$ cat src/rtl/fetch_stage.sv
// Instruction fetch: owns the PC, captures memory data into the IF/ID register, handles stall/flush/branch/halt.
// Latency: readAddress is the pc register (0 cycles), IF/ID updates 1 cycle later. A stall holds pc and IF/ID; a branch overrides a stall.
module fetch_stage #(
  parameter int                 ADDR_W     = 16,
  parameter int                 INSTR_W    = 16,
  parameter logic [ADDR_W-1:0]  RESET_PC   = 16'h0000,
  parameter int                 PC_STEP    = 1,
  parameter logic [INSTR_W-1:0] NOP_INSTR  = 16'h0000,
  parameter logic [INSTR_W-1:0] HALT_INSTR = 16'hFFFF
) (
  input  logic               clk,
  input  logic               rst,
  output logic [ADDR_W-1:0]  readAddress,
  input  logic [INSTR_W-1:0] instruction,
  input  logic               stall,
  input  logic               flush,
  input  logic               branch_taken,
  input  logic [ADDR_W-1:0]  branch_target,
  output logic [INSTR_W-1:0] if_id_instr,
  output logic [ADDR_W-1:0]  if_id_pc,
  output logic               if_id_valid,
  output logic               halted,
  output logic [15:0]        fetch_count
);

  typedef enum logic {RUN, HALT} state_t;

  state_t            state;
  logic [ADDR_W-1:0] pc;
  logic [ADDR_W-1:0] pc_next_seq;

  assign readAddress = pc;
  assign pc_next_seq = pc + ADDR_W'(PC_STEP);

  always_ff @(posedge clk or posedge rst) begin
    if (rst) begin
      state       <= RUN;
      pc          <= RESET_PC;
      if_id_instr <= NOP_INSTR;
      if_id_pc    <= RESET_PC;
      if_id_valid <= 1'b0;
      halted      <= 1'b0;
      fetch_count <= 16'h0000;
    end else begin
      case (state)
        RUN: begin
          if (branch_taken) begin
            pc          <= branch_target;
            if_id_instr <= NOP_INSTR;
            if_id_pc    <= pc;
            if_id_valid <= 1'b0;
          end else if (stall) begin
            pc <= pc;
          end else if (flush) begin
            pc          <= pc_next_seq;
            if_id_instr <= NOP_INSTR;
            if_id_pc    <= pc;
            if_id_valid <= 1'b0;
          end else begin
            if_id_instr <= instruction;
            if_id_pc    <= pc;
            if_id_valid <= 1'b1;
            fetch_count <= fetch_count + 16'd1;
            // The halt word is consumed as a real instruction; pc parks on it.
            if (instruction == HALT_INSTR) begin
              state  <= HALT;
              halted <= 1'b1;
            end else begin
              pc <= pc_next_seq;
            end
          end
        end
        HALT: begin
          if_id_instr <= NOP_INSTR;
          if_id_pc    <= pc;
          if_id_valid <= 1'b0;
          if (branch_taken) begin
            pc     <= branch_target;
            state  <= RUN;
            halted <= 1'b0;
          end
        end
        default: begin
          state  <= RUN;
          halted <= 1'b0;
        end
      endcase
    end
  end

endmodule
$ cat config.mk
export PLATFORM = sky130hd
export DESIGN_NAME = fetch_stage
export DESIGN_NICKNAME = d
export VERILOG_FILES = /design/src/rtl/fetch_stage.sv
export SDC_FILE = /design/constraint.sdc
export NUM_CORES = 1
export LEC_CHECK = 0
export CAP_MARGIN = 10
export CORE_MARGIN = 5
export CORE_UTILIZATION = 45
export CTS_CLUSTER_DIAMETER = 40
export CTS_CLUSTER_SIZE = 30
export DETAILED_ROUTE_END_ITERATION = 16
export MAX_ROUTING_LAYER = met4
export PLACE_DENSITY = 0.9
export RECOVER_POWER = 50
export SYNTH_ARGS = -nofsm -noshare
export SYNTH_HDL_FRONTEND = slang
export SYNTH_SLANG_ARGS = --single-unit
$ cat constraint.sdc
create_clock -name clk -period 2.7 [get_ports clk]
set_input_delay 0.81 -clock clk [delete_from_list [all_inputs] [get_ports clk]]
set_output_delay 0.81 -clock clk [all_outputs]
set_load 0.01 [all_outputs]
# After elaboration in Yosys (flattened, before gate mapping)
# Index checks and enable logic that the tools add are counted.
dict set report op_classes {
  add_sub_neg 2
  eq_ne 8
  mux 29
  bitwise 4
  reduce_logical 3
}
# op count
set op_table {}
lappend op_table {{16-bit two-way mux} 10}
lappend op_table {{16-bit case mux with 2 select lines} 3}
lappend op_table {{16-bit by 1-bit adder with 16-bit output (second input constant)} 2}
lappend op_table {{16-bit == test (second input constant)} 1}
lappend op_table {{1-bit two-way mux} 13}
lappend op_table {{2-bit inequality test (second input constant)} 5}
lappend op_table {{1-bit case mux with 2 select lines} 3}
lappend op_table {{5-bit AND reduction} 1}
lappend op_table {{4-bit inequality test (second input constant)} 1}
lappend op_table {{1-bit NOT} 4}
lappend op_table {{4-bit AND reduction} 1}
lappend op_table {{3-bit inequality test (second input constant)} 1}
lappend op_table {{3-bit AND reduction} 1}
dict set report word_totals {
  reg_bits 67
  input_bits 37
  elab_cells 53
}

# Logic depth before layout (Yosys ltp)
# Gate-level depths: netlist of run 1.
dict set report depth {
  ltp_word 6
  ltp_mapped 6
  depth_no_buf 6
}

# Worst setup path before layout of run 1
# OpenSTA, ideal clock, no wires.
dict set report synth_timing {
  path_kind {input port to flip-flop}
  startpoint {in instruction[7]}
  endpoint {reg pc[2] (netlist: readAddress[2])}
  setup_time_ns 0.121
  arrival_ns 2.004
  t_required_ns 2.579
  setup_slack_ns 0.575
  stages 6
  path_buffers 1
  path_cell_list {nand4_1 or4_4 o21ai_4 buf_4 nor2_1 o22a_1}
}
dict set report synth_via {
  elab_chain_cells 3
}
# item line
set synth_rtl {}
lappend synth_rtl {{start: declaration} 14} ;# input logic [INSTR_W-1:0] instruction,
lappend synth_rtl {{16-bit == test} 65} ;# if (instruction == HALT_INSTR) begin
lappend synth_rtl {{4-bit inequality test (no line)} -}
lappend synth_rtl {{3-bit AND reduction (no line)} -}
lappend synth_rtl {{end signal: assignment} 55} ;# pc <= pc_next_seq;
lappend synth_rtl {{end signal: assignment} 69} ;# pc <= pc_next_seq;
lappend synth_rtl {{end signal: assignment} 78} ;# pc <= branch_target;
lappend synth_rtl {{end: declaration} 29} ;# logic [ADDR_W-1:0] pc;
# Every way passes these cells.
# A chain may end at the register's enable or synchronous reset.

# Worst setup path in the final report of run 1
dict set report layout_timing {
  startpoint {in branch_taken}
  endpoint {reg fetch_count[11]}
}
dict set report layout_via {
  elab_chain_cells 2
}
# item line
set layout_rtl {}
lappend layout_rtl {{start: declaration} 17} ;# input logic branch_taken,
lappend layout_rtl {{1-bit NOT (no line)} -}
lappend layout_rtl {{4-bit AND reduction (no line)} -}
lappend layout_rtl {{end signal: assignment} 63} ;# fetch_count <= fetch_count + 16'd1;
lappend layout_rtl {{end: declaration} 23} ;# output logic [15:0] fetch_count
# Every way passes these cells.

==> impl_metrics.toml, run 1 <==
[cells_and_area]
mostFrequentLayoutCell = "clkdlybuf4s50_1"
final_core_util = 0.6729
final_cell_mix = "clkdlybuf4s50_1 (74), dfrtp_1 (67), dlygate4sd3_1 (28)"
n_antenna_cell = 0
multiInputGateArea_um2 = 1247
seqCellArea_um2 = 1677
syn2layout_area_growth_pct = 44.64
fill_cells = 488
nets = 414
drive_above_1_share = 0.1243

[logic_synthesis]
syn_inst = 264
syn_area_um2 = 2988
yosys.cell_types.count = 44
synth_nets = 303
async_reset_ff_frac = 1.000
synth_edf_count = 0
ys_warn_count = 0
synth_seq_cells = 67
seq_area_frac_synth = 0.5611
postSynthAreaPerCell_um2 = 11.32
ys.flop_type = "dfrtp_1"

[setup_path]
max_stage_delay_ps = 630
crit_chain = "dlygate4sd3_1, or3_4, or2_4, nor3_4, nand4_1, xnor2_1"
cp_max_fo = 6
crit_type = "in2reg"
regToRegStartpoint = "readAddress[1]$_DFFE_PP0P_"
path_delay_family = "simple AND/OR/NAND/NOR gates"
slowest_stage = "dlygate4sd3_1"
crit_buf_inv = 1
worst-endpoint-arrival_ps = 2610
critPathLaunch = "branch_taken"
critPathLaunchType = "input pin"
endpoint_kind = "register"
cp_data_required_time_ps = 2920

[timing]
hold_slack_ps = 479.3
post-route-period-util = 0.8849
fmax_mhz = 418.6
hold_violations = 0
setup_viol = 0
fin_skew_ps = 4.801
relSlewSlack = 0.3213
min_period_ps = 2389
slew_violations = 0
rsz0062_at_grt = "false"
tightest_slew_ps = 1017
setup_slack_ps = 310.9
tns_ps = 0

[clock_network]
cts_setup_buffers = 0
cts_buffer_depth = 2
root_buffer = "clkbuf_8"
ctsHoldBuffers = 0
cts.sinks = 67
ctsResizeCount = 0
tritoncts = "built"
clk_latency_ps = 330
clk_transition_reported_paths_ps = 70
htree_num_levels = 3
cts_buffers = 9

[die]
coreArea_um2 = 6422
rows = 29
initial_core_util = 0.4652
ios = 103
die_w_um = 91.49
die_h_um = 91.49
dieArea_um2 = 8370

[worst_hold_path]
hp-class = "reg2reg"
hold_path.startpoint = "fetch_count[15]$_DFFE_PP0P_"

[routing]
drc = 0
via_count = 2642
drtIter0Drc = 111
totalWireLength_mm = 7.894
dr.pass1.iters = 5
via_per_inst = 5.807
postRouteAntennaNets = 0
routedWlPerCell_um = 17.35

[placed_design]
dp_slack_ps = 6.204
dp_hpwl_mm = 5.823
port_buffers = 102
gp_congestion = 0.8472

[grt]
grtUsageMet1 = 0.2479
track_usage = 0.2040
grtUsageMet3 = 0.04793
antenna_found_initial = 0
grt.busiest_layer = "met2"
grt_overflow = 0
grt_max_degree = 31
grt_pass1_vias = 2690
grt_pass1_wl_mm = 13.22
grt_use_met2 = 0.3171

[power_and_ir_drop]
finalPower_uw = 2595
powerDensity_nw_per_um2 = 600.5
max-vdd-ir-drop_mv = 0.3927
cellLeakagePower_uw = 0.001854

[job]
drv_cap = 0

[run_status]
status = "complete, no violations"
report_power, final:
group,switching [µW],internal [µW],total (µW),leakage (µW)
logic,257,357,614,0.000911
clock network,355,368,723,0.0000908
registers,135,1120,1260,0.000852
area by class of cell:
cell class              instances  share of cell area
flip-flops and latches         67              0.3880
multi-input cells             181              0.2887
repair buffers                113              0.2600
clock buffers                  11             0.03503
well taps                      77             0.02229
clock inverters                 3            0.003474
inverters                       3            0.002606
final timing paths:
check / to / slack [ps] / depth (start not counted)
worst max-delay path: fetch_count[11]$_DFFE_PP0P_ / 310 / 6
max in group asynchronous: if_id_pc[7]$_DFFE_PP0P_ / 640 / 3
min in group asynchronous: fetch_count[11]$_DFFE_PP0P_ / 1160 / 2
worst min-delay path: fetch_count[15]$_DFFE_PP0P_ / 480 / 1
worst max register to register: readAddress[14]$_DFFE_PP0P_ / 530 / 6
worst min register to register: fetch_count[15]$_DFFE_PP0P_ / 480 / 1
registers in the layout, indices dropped and copies added, names as in the netlist:
signal       count
readAddress     16
if_id_instr     16
if_id_pc        16
fetch_count     16
halted           1
if_id_valid      1
state            1
Yosys cell counts, drive strengths merged (6+ instances only):
master  count  area share
a21oi      11       0.018
a22o       16       0.047
buf         7       0.012
clkbuf      6      0.0075
dfrtp      67        0.56
mux2       16       0.060
nand2      22       0.028
nand3      10       0.017
nand4      11       0.023
nor2       17       0.021
o21ai      15       0.029
xnor2      12       0.035
worst register-to-register path, cell delays in order (launching register included):
cell      delay [ps]
dfrtp_1          480
ha_1             250
nand3_1          180
nor4_1           720
a31oi_1          160
o21ai_1          150
o311ai_1         110
metrics by stage:
step	instance area, µm²	std cells
2_1_floorplan	2988	264
3_3_place_gp	4160	441
3_5_place_dp	4160	441
4_1_cts	4327	455
5_1_grt	4322	455
6_report	4322	455
layer usage:
metal / up-vias / routed length (µm)
met5: - / 0
met4: 0 / 230
met3: 25 / 539
met2: 134 / 3944
met1: 1283 / 3180
li1: 1200 / -
cell families (layout without fill, tap and decap cells):
group | count (synthesis) | after routing | share of synthesized area
AND/OR/NAND/NOR | 80 | 80 | 0.1407
multiplexers | 17 | 17 | 0.06365
adder cells (fa/ha/maj) | 2 | 2 | 0.008374
AO/OA/AOI/OAI | 67 | 67 | 0.1587
XOR/XNOR | 15 | 15 | 0.04397
buffers and inverters | 16 | 130 | 0.02345
flip-flops | 67 | 67 | 0.5611
(Power assumes the default switching activity.)
==> inputs of run 2 (changes only) <==
--- a/config.mk
+++ b/config.mk
@@ -5,12 +5,12 @@
 export SDC_FILE = /design/constraint.sdc
 export NUM_CORES = 1
 export LEC_CHECK = 0
-export CAP_MARGIN = 10
+export CAP_MARGIN = 15
 export CORE_MARGIN = 5
 export CORE_UTILIZATION = 45
 export CTS_CLUSTER_DIAMETER = 40
-export CTS_CLUSTER_SIZE = 30
 export DETAILED_ROUTE_END_ITERATION = 16
+export GPL_TIMING_DRIVEN = 0
 export MAX_ROUTING_LAYER = met4
 export PLACE_DENSITY = 0.9
 export RECOVER_POWER = 50
==> run 2 against run 1 <==
Routed wire length is 4.9% higher. Via count is 1.1% higher. Largest power group unchanged. Clock skew is 2.5 ps higher. Setup slack worse by 190 ps. Count of clock-buffer cells in the layout is 2 lower. Maximum frequency is 7.4% lower. Sequential share of layout area is 0.38 points lower. Sequential power hardly changed.
==> impl_metrics.toml, run 2 (synthesized netlist as in run 1, its figures left out) <==
[timing]
hold_violations = 0
rsz0062_at_grt = "false"
setup_viol = 0
tightest_slew_ps = 1317
post-route-period-util = 0.9553
slew_violations = 0
setup_slack_ps = 120.7
tns_ps = 0
fin_skew_ps = 7.315
min_period_ps = 2579
relSlewSlack = 0.1211
fmax_mhz = 387.7

[cells_and_area]
n_antenna_cell = 0
final_cells = 460
mostFrequentLayoutCell = "clkdlybuf4s50_1"
multiInputGateArea_um2 = 1240
fill_cells = 485
drive_above_1_share = 0.1149
final_cell_mix = "clkdlybuf4s50_1 (70), dfrtp_1 (67), dlygate4sd3_1 (32)"
syn2layout_area_growth_pct = 46.06
final_core_util = 0.6795
nets = 417
seqCellArea_um2 = 1677

[grt]
grt_overflow = 0
track_usage = 0.2051
antenna_found_initial = 0
grt_pass1_wl_mm = 13.38
grt_max_degree = 35
grt_pass1_vias = 2711

[setup_path]
path_delay_family = "buffers and inverters"
critPathLaunchType = "input pin"
crit_buf_inv = 3
cp_max_fo = 10
cp_data_required_time_ps = 2930
crit_type = "in2reg"
max_stage_delay_ps = 570
endpoint_kind = "register"
crit_chain = "clkdlybuf4s50_1, clkbuf_1, or2_1, clkbuf_1, o21ai_0, o22a_1"
crit_path_frequent_cell = "clkbuf_1"
slowest_stage = "clkdlybuf4s50_1"
worst-endpoint-arrival_ps = 2810

[clock_network]
cts_buffer_depth = 2
root_buffer = "clkbuf_8"
tritoncts = "built"
htree_num_levels = 3
cts_buffers = 9
cts.sinks = 67
clk_latency_ps = 340
clk_transition_reported_paths_ps = 80
cts_setup_buffers = 0

[power_and_ir_drop]
power.share.clock = 0.350
cellLeakagePower_uw = 0.001876
max-vdd-ir-drop_mv = 0.4625
switchingPower_uw = 794.4
p_seq_frac = 0.438
combinationalPowerShare = 0.212
internal-power_uw = 2083
swShare = 0.2761
powerDensity_nw_per_um2 = 659.3

[die]
rows = 29
coreArea_um2 = 6422
ios = 103
die_w_um = 91.49
initial_core_util = 0.4652
die_h_um = 91.49
dieArea_um2 = 8370

[routing]
drc = 0
postRouteAntennaNets = 0
via_count = 2670
dr.pass1.iters = 5
routedWlPerCell_um = 17.99
totalWireLength_mm = 8.277
via_per_inst = 5.804
drtIter0Drc = 113

[placed_design]
port_buffers = 102
dp_slack_ps = -323.3
dp_hpwl_mm = 6.003
gp_congestion = 0.8381
dp_cells = 444

[worst_hold_path]
hp-class = "reg2reg"

[job]
drv_cap = 0

[run_status]
status = "complete, no violations"
-- run 2: final timing paths --
path                                              from                           to  slack (ps)  cells past startpoint
max reg2reg                 readAddress[1]$_DFFE_PP0P_  readAddress[14]$_DFFE_PP0P_         590                      6
min in group asynchronous                          rst      if_id_pc[5]$_DFFE_PP0P_        1280                      2
min reg2reg                fetch_count[15]$_DFFE_PP0P_  fetch_count[15]$_DFFE_PP0P_         470                      1
max in group asynchronous                          rst   if_id_instr[7]$_DFFE_PP0P_         620                      3
min                        fetch_count[15]$_DFFE_PP0P_  fetch_count[15]$_DFFE_PP0P_         470                      1
max                                       branch_taken   readAddress[3]$_DFFE_PP0P_         120                      6
-- run 2: metal layers --
| layer | global-route usage | wire [µm] | vias to the layer above |
|---|---|---|---|
| li1 | - | - | 1219 |
| met1 | 0.2535 | 3293 | 1296 |
| met2 | 0.3293 | 4198 | 141 |
| met3 | 0.03967 | 621 | 14 |
| met4 | 0.08668 | 163 | 0 |
| met5 | - | 0 | - |
-- run 2: area by class of cell --
class / count / area share
flip-flops and latches: 67 / 0.3842
clock buffers: 9 / 0.02838
plain buffers: 13 / 0.01347
inverters: 3 / 0.002580
clock inverters: 7 / 0.02666
well taps: 77 / 0.02208
multi-input cells: 181 / 0.2841
repair buffers: 103 / 0.2385
-- run 2: what timing repair did --
item | CTS | global route
gates resized for setup | 0 | 1
hold buffers | 0 | 0
endpoints found under the setup margin | 0 | 10
-- run 2: stage by stage --
step                      power (µW)  cell area [µm²]  hold slack (ps)
after detailed placement        1906             4125            462.1
after global routing            3005             4364            502.1
after global placement          1876             4105            458.4
after floorplan                 1519             2988            507.5
after CTS                       2914             4365            476.5
final                           2877             4364            468.7
-- run 2: power groups by stage --
stage                     Clock (µW)  Sequential, µW  Combinational [µW]
final                           1010            1260                 609
after detailed placement           0            1280                 630
after floorplan                    0            1310                 212
after CTS                       1020            1260                 634
after global placement             0            1270                 609
after global routing            1070            1280                 658
